===== src/rtl/instr_mem_encoder.sv =====
// instr_mem_encoder
// Packs field-level MIPS instruction descriptors into 32-bit words and writes
// them to consecutive instruction-memory word addresses.
//
// Ports:
//   clk, rst_n        clock, synchronous active-low reset
//   start             begin a load session (honoured in IDLE/DONE only)
//   in_valid/in_ready descriptor stream handshake
//   in_kind..in_last  descriptor fields (kind 0 lw, 1 sw, 2 R, 3 addi, 4 beq, 5 j)
//   im_we/im_addr/im_wdata/im_ack  acknowledged instruction-memory write port
//   done              session finished (held until next start)
//   err               sticky: invalid kind or capacity overflow
//   word_count        words written this session
//   fsm_state         current FSM state (debug visibility)
//
// Handshake: a descriptor transfers on a rising edge where in_valid and
// in_ready are both high; a memory write completes on a rising edge where
// im_we and im_ack are both high. im_addr/im_wdata stay stable while im_we
// is high, and im_ack is ignored while im_we is low.
module instr_mem_encoder #(
  parameter int ADDR_W    = 8,
  parameter int BASE_ADDR = 0,
  parameter int MAX_WORDS = 256
) (
  input  logic              clk,
  input  logic              rst_n,
  input  logic              start,
  input  logic              in_valid,
  output logic              in_ready,
  input  logic [2:0]        in_kind,
  input  logic [4:0]        in_rs,
  input  logic [4:0]        in_rt,
  input  logic [4:0]        in_rd,
  input  logic [4:0]        in_shamt,
  input  logic [5:0]        in_funct,
  input  logic [15:0]       in_imm,
  input  logic [25:0]       in_target,
  input  logic              in_last,
  output logic              im_we,
  output logic [ADDR_W-1:0] im_addr,
  output logic [31:0]       im_wdata,
  input  logic              im_ack,
  output logic              done,
  output logic              err,
  output logic [ADDR_W:0]   word_count,
  output logic [1:0]        fsm_state
);

  localparam logic [1:0] S_IDLE   = 2'd0;
  localparam logic [1:0] S_ACCEPT = 2'd1;
  localparam logic [1:0] S_WRITE  = 2'd2;
  localparam logic [1:0] S_DONE   = 2'd3;

  localparam logic [ADDR_W-1:0] BASE    = ADDR_W'(BASE_ADDR);
  // One bit wider than the address so a full 2^ADDR_W capacity is representable.
  localparam logic [ADDR_W:0]   MAX_CNT = (ADDR_W + 1)'(MAX_WORDS);

  logic [1:0]      state;
  logic            last_q;
  logic [31:0]     enc_word;
  logic            enc_ok;
  logic [ADDR_W:0] count_inc;

  // Moore outputs decoded from the registered state.
  assign in_ready  = (state == S_ACCEPT);
  assign im_we     = (state == S_WRITE);
  assign done      = (state == S_DONE);
  assign fsm_state = state;

  assign count_inc = word_count + (ADDR_W + 1)'(1);

  // Opcode/funct map matches what the core's control path decodes.
  always_comb begin
    enc_word = 32'h0;
    enc_ok   = 1'b1;
    case (in_kind)
      3'd0:    enc_word = {6'b100011, in_rs, in_rt, in_imm};
      3'd1:    enc_word = {6'b101011, in_rs, in_rt, in_imm};
      3'd2:    enc_word = {6'b000000, in_rs, in_rt, in_rd, in_shamt, in_funct};
      3'd3:    enc_word = {6'b001000, in_rs, in_rt, in_imm};
      3'd4:    enc_word = {6'b000100, in_rs, in_rt, in_imm};
      3'd5:    enc_word = {6'b000010, in_target};
      default: enc_ok   = 1'b0;
    endcase
  end

  always_ff @(posedge clk) begin
    if (!rst_n) begin
      state      <= S_IDLE;
      last_q     <= 1'b0;
      im_addr    <= BASE;
      im_wdata   <= 32'h0;
      err        <= 1'b0;
      word_count <= '0;
    end else begin
      case (state)
        S_IDLE, S_DONE: begin
          if (start) begin
            im_addr    <= BASE;
            word_count <= '0;
            err        <= 1'b0;
            state      <= S_ACCEPT;
          end
        end
        S_ACCEPT: begin
          if (in_valid) begin
            if (enc_ok) begin
              im_wdata <= enc_word;
              last_q   <= in_last;
              state    <= S_WRITE;
            end else begin
              // Invalid kinds are dropped; address and count are untouched.
              err <= 1'b1;
              if (in_last) state <= S_DONE;
            end
          end
        end
        S_WRITE: begin
          if (im_ack) begin
            im_addr    <= im_addr + ADDR_W'(1);
            word_count <= count_inc;
            if (last_q) begin
              state <= S_DONE;
            end else if (count_inc == MAX_CNT) begin
              // Capacity reached before the final descriptor arrived.
              err   <= 1'b1;
              state <= S_DONE;
            end else begin
              state <= S_ACCEPT;
            end
          end
        end
        default: state <= S_IDLE;
      endcase
    end
  end

endmodule


===== config.mk =====
export PLATFORM = sky130hd
export DESIGN_NAME = instr_mem_encoder
export DESIGN_NICKNAME = d
export VERILOG_FILES = /design/src/rtl/instr_mem_encoder.sv
export SDC_FILE = /design/constraint.sdc
export NUM_CORES = 1
export LEC_CHECK = 0
export CAP_MARGIN = 10
export CORE_ASPECT_RATIO = 0.9
export CORE_UTILIZATION = 38
export DETAILED_ROUTE_END_ITERATION = 8
export PLACE_DENSITY = 0.77
export SYNTH_ARGS = -nofsm -noshare
export SYNTH_HDL_FRONTEND = slang
export SYNTH_SLANG_ARGS = --single-unit

===== constraint.sdc =====
create_clock -name clk -period 1.7 [get_ports clk]
set_input_delay 0.17 -clock clk [delete_from_list [all_inputs] [get_ports clk]]
set_output_delay 0.17 -clock clk [all_outputs]
set_load 0.05 [all_outputs]

**Word-level counts from Yosys, hierarchy flattened**

Index checks and enable logic that the tools add are counted.

- Output and inout bits: 55
- Input port bits: 77
- Flip-flop bits (word level): 53
- Logic and storage cells: 56

- Mux-type cells: 23
- Reductions and logical operators: 9
- Equal/unequal tests: 16
- $add $sub $neg: 2

Operators by type and width:

| operator | count |
|---|---|
| $pmux 32 s6 | 1 |
| $mux 9 | 2 |
| $pmux 9 s2 | 1 |
| $mux 8 | 2 |
| $pmux 8 s2 | 1 |
| $mux 2 | 7 |
| $add 9x1->9 const B | 1 |
| $eq 9x9->1 const B | 1 |
| $add 8x1->8 const B | 1 |
| $ne 2x2->1 const B | 4 |
| $mux 1 | 7 |
| $eq 3x2->1 const B | 2 |
| $eq 3x3->1 const B | 2 |
| $pmux 2 s3 | 1 |
| $reduce_and 3->1 | 2 |
| $reduce_and 6->1 | 1 |
| $reduce_or 6->1 | 1 |
| $eq 2x2->1 const B | 2 |
| $ne 2x1->1 const B | 2 |
| $reduce_and 4->1 | 1 |
| $eq 3x1->1 const B | 1 |
| $logic_not 3->1 | 1 |
| $ne 3x1->1 const B | 1 |
| $pmux 1 s3 | 1 |
| other kinds (4) | 4 |

**Longest topological paths before layout**

- Depth after elaboration: 6
- Mapped depth: 9
- Depth with buffers taken out: 7

**Least setup slack after synthesis**

No wires, ideal clock.

- Path kind: reg-to-reg
- Start point: reg state[1] (netlist: fsm_state[1])
- End point: reg word_count[7]
- Clock period less this slack: 2554 ps
- Cell stages (with the launch flop): 9
- Required time: 1572 ps
- Data arrival time: 2426 ps
- Buffers on the path: 2
- Path slack: -854 ps
- Setup time: 128 ps
- Cells stage by stage: dfxtp_1 -> ha_1 -> buf_2 -> nor2_1 -> or3_1 -> buf_2 -> a21o_1 -> a21oi_1 -> nor2_1

- Elaborated cells on any way between the ends: 9
- Those cells by class: 4 x eq/ne; 1 x mux; 4 x reduce/logical

RTL lines:

| item | RTL line | RTL |
|---|---|---|
| start, declared | 58 | `logic [1:0] state;` |
| start signal, assigned | 89 | `state <= S_IDLE;` |
| start signal, assigned | 102 | `state <= S_ACCEPT;` |
| start signal, assigned | 110 | `state <= S_WRITE;` |
| $eq 2x2->1 (*) | n/a |  |
| net im_we | 39 | `output logic im_we,` |
| $ne 2x1->1 (no line) or $reduce_bool 2->1 (tied branches) | n/a |  |
| $reduce_and 3->1 (no line) | n/a |  |
| end signal, assigned | 121 | `word_count <= count_inc;` |
| end, declared | 45 | `output logic [ADDR_W:0] word_count,` |

The timed path passes the listed nets; every way through them passes the cells marked *.
A chain may end at the register's enable or synchronous reset.

**Worst setup path in the final report**

- Start point: reg state[1] (netlist: fsm_state[1])
- End point: reg err

- Longest elaborated chain between the ends: 4
- Elaborated cells on any way between the ends: 13
- Those cells by class: 9 x eq/ne; 1 x mux; 3 x reduce/logical

Ends and longest elaborated chain:

| item | RTL line | RTL |
|---|---|---|
| $eq 2x2->1 or $logic_not 2->1 (tied branches) | 96 | `case (state)` |
| $reduce_or 2->1 | 96 |  |
| $ne 2x2->1 (no line) | n/a |  |
| $reduce_and 6->1 (no line) | n/a |  |
| end signal, assigned | 93 | `err <= 1'b0;` |
| end signal, assigned | 101 | `err <= 1'b0;` |
| end signal, assigned | 113 | `err <= 1'b1;` |
| end, declared | 44 | `output logic err,` |

Several ways; a longest one is shown, not always the timed one.

==> flow_metrics.py <==
metrics = {
    "yosys": {
        "synth-seq-cells": 51,
        "yosys.area.top_type": "dfxtp_1",
        "synth_nets": 458,
        "async_flop_share": 0,
        "synth-simple-area-share": 0.223,
        "synthTopCellsByCount": "51 x dfxtp_1, 50 x nor2_1, 30 x a21oi_1",
        "syn_inst": 375,
        "synth_xor_area_frac": 0.0209,
        "synthAdderAreaFrac": 0.0256,
        "netlist-cell-type-count": 50,
        "synth_area_um2": 2930,
        "synth_warnings": 0,
        "synth-main-ff-cell": "dfxtp_1",
        "synth_top_cell_area_share": 0.348,
        "synth_edf_count": 0,
        "muxShareOfSynthArea": 0.00682,
        "netlist_top_cells_area": "dfxtp_1 35%, o221ai_1 7.8%, nor2_1 6.4%, a21oi_1 5.1%, o21ai_0 4.9%",
        "ys_seq_area_frac": 0.348,
        "synth_compound_area_frac": 0.306,
        "synth_top_family_by_area": "compound AO/OA/AOI/OAI gates",
        "yosysMostFrequentCell": "dfxtp_1",
        "syn_area_per_cell_um2": 7.82,
    },
    "hold_path": {
        "min_path_type": "reg -> reg",
    },
    "routing": {
        "via_per_inst": 5.46,
        "drt-total-wl_um": 9360,
        "drt-pass1-iter-count": 4,
        "wire_per_inst_um": 15.0,
        "drtIter0Drc": 175,
        "drc": 0,
        "num_vias": 3415,
        "drtAntennaViolNets": 0,
    },
    "timing": {
        "hold_violations": 0,
        "fin_skew_ns": 0.00863,
        "setup_viol": 1,
        "relSlewSlack": 0.643,
        "slew_viol_final": 0,
        "tightest_slew_ns": 0.534,
        "final.setup.worst_slack_ns": -0.0216,
        "period_needed_ns": 1.72,
        "rsz0062_at_grt": "true",
        "timing.fmax_ghz": 0.581,
        "fin_crit_sh": 1.01,
        "fin_hold_ws_ns": 0.505,
    },
    "cells_and_area": {
        "fillers": 668,
        "area_growth_pct": 65.5,
        "final-seq-area_um2": 1040,
        "finalInstanceArea_um2": 4860,
        "multi_input_area_um2": 1840,
        "antenna_cells": 0,
        "layout.nets": 611,
        "drive_above_1_share": 0.212,
    },
    "clock_tree": {
        "cts_tree": "built",
        "cts-buffers-inserted": 5,
        "h-tree-depth": 2,
        "cts_hold_buf": 0,
        "cts_sinks": 51,
        "cts_root_buf": "clkbuf_8",
        "cts_max_path_buffers": 2,
        "worstSkewPairLatency_ns": 0.30,
        "clkTransAtPathRegs_ns": 0.10,
    },
    "floorplan": {
        "die_h_um": 85.4,
        "die_area_um2": 8080,
        "fp-row-count": 30,
        "start_util": 0.391,
        "core_area_um2": 7510,
        "die_w_um": 94.6,
        "pin_count": 132,
    },
    "outcome": {
        "outcome": "complete, but fails checks",
        "violations": "setup timing",
    },
    "flow_run": {
        "cap_violations": 0,
    },
    "pwr": {
        "power_density_nw_per_um2": 861,
        "ir_drop_mv": 0.483,
        "p_leak_nw": 1.94,
    },
    "critical_path": {
        "critical_path.slowest_cell": "dfxtp_4",
        "end_kind": "flop",
        "path_cells": "ha_4 > nor2b_4 > a221o_1 > a32o_2 > a31oi_1 > mux2i_1",
        "crit_type": "reg -> reg",
        "path_delay_family": "compound AO/OA/AOI/OAI gates",
        "crit_arrival_ns": 1.92,
        "cp_max_fo": 4,
        "crit_buf_inv": 0,
        "cp-start-kind": "flop",
        "slowest_delay_ns": 0.38,
        "crit_required_ns": 1.89,
    },
    "global_routing": {
        "grt_antenna_before_repair": 0,
        "grt_usage": 0.220,
        "grt_pass1_vias": 3107,
        "grt_max_degree": 44,
        "grt_pass1_wl_um": 14300,
        "overflow": 0,
    },
    "placed_design": {
        "place_congestion": 0.885,
        "dpl.hpwl_um": 6760,
        "io_buffers": 130,
        "placed_area_um2": 4580,
    },
}
==> report_power, final <==
part	internal [mW]	leakage [nW]	switching (mW)
registers	1.30	0.419	0.0701
clock network	0.530	0.0636	0.407
logic	0.854	1.46	1.01
total	2.69	1.94	1.49
==> repair_timing <==
action | in CTS | in global routing
setup buffers | 1 | 5
gates resized for setup | 11 | 19
pin swaps | 2 | 12
setup endpoints to repair | 14 | 25
cloned | 0 | 0
==> through the flow <==
step / util / setup slack, ns / setup TNS, ns / instances / power (mW)
2_1_floorplan: - / -0.193 / -1.51 / 375 / 2.43
3_5_place_dp: 0.610 / -0.170 / -3.75 / 611 / 3.12
4_1_cts: 0.633 / -0.00739 / -0.00941 / 620 / 4.11
5_1_grt: 0.647 / -0.0648 / -0.385 / 625 / 4.39
3_3_place_gp: 0.610 / -0.110 / -1.90 / 611 / 3.10
6_report: 0.647 / -0.0216 / -0.0216 / 625 / 4.18
==> flip-flops by register name, summed over array words and instances, names as in the netlist <==
| signal | flops |
|---|---|
| fsm_state | 2 |
| im_wdata | 30 |
| last_q | 1 |
| im_addr | 8 |
| err | 1 |
| word_count | 9 |
==> worst reg2reg max path, stage by stage (launching register included) <==
cell	delay, ns
dfxtp_4	0.38
ha_4	0.27
nor2b_4	0.15
a221o_1	0.28
a32o_2	0.28
a31oi_1	0.15
mux2i_1	0.09
==> final cells by class <==
class                   instances  area share
clock inverters                 1     0.00618
clock buffers                   7      0.0201
repair buffers                178       0.344
well taps                      96      0.0247
multi-input cells             277       0.378
inverters                      15      0.0126
flip-flops and latches         51       0.214
==> worst paths after layout <==
check	startpoint	endpoint	slack, ns	cells after the start
max	fsm_state[1]	err	-0.02	6
min	last_q	last_q	0.50	2
max reg2reg	fsm_state[1]	err	-0.02	6
min reg2reg	last_q	last_q	0.50	2
==> per-layer routing <==
metal,vias to the layer above,share of wire,global-route usage
li1,1685,-,-
met1,1602,0.43,0.277
met2,118,0.50,0.370
met3,10,0.055,0.0448
met4,0,0.013,0.0771
met5,-,0,0
==> cell usage in the layout, fill, tap and decap left out, types with 3 or more instances in the layout <==
master / n
clkdlybuf4s50_1: 101
buf_4: 63
nor2_1: 49
dfxtp_1: 44
a21oi_1: 30
o221ai_1: 26
o21ai_0: 26
nor2b_1: 18
a22oi_1: 17
nand2_1: 14
inv_1: 11
a2bb2oi_1: 10
nand3_1: 7
xor2_1: 6
nor3_1: 5
clkbuf_8: 5
dlymetal6s2s_1: 5
buf_6: 5
o21ai_1: 4
nand2b_1: 4
nand4_1: 4
a31oi_1: 4
dfxtp_4: 4
a311oi_1: 3
nand3b_1: 3
ha_1: 3
ha_4: 3
buf_12: 3
dfxtp_2: 3
==> cells by family after synthesis <==
family                     Yosys count
buffers and inverters               47
xor gates and xnor gates             7
muxes                                2
other                                1
and+or+nand+nor                    128
DFF                                 51
adders and majority gates            6
AOI/OAI and AO/OA                  133
No activity file was read; power rests on OpenSTA's default activity.
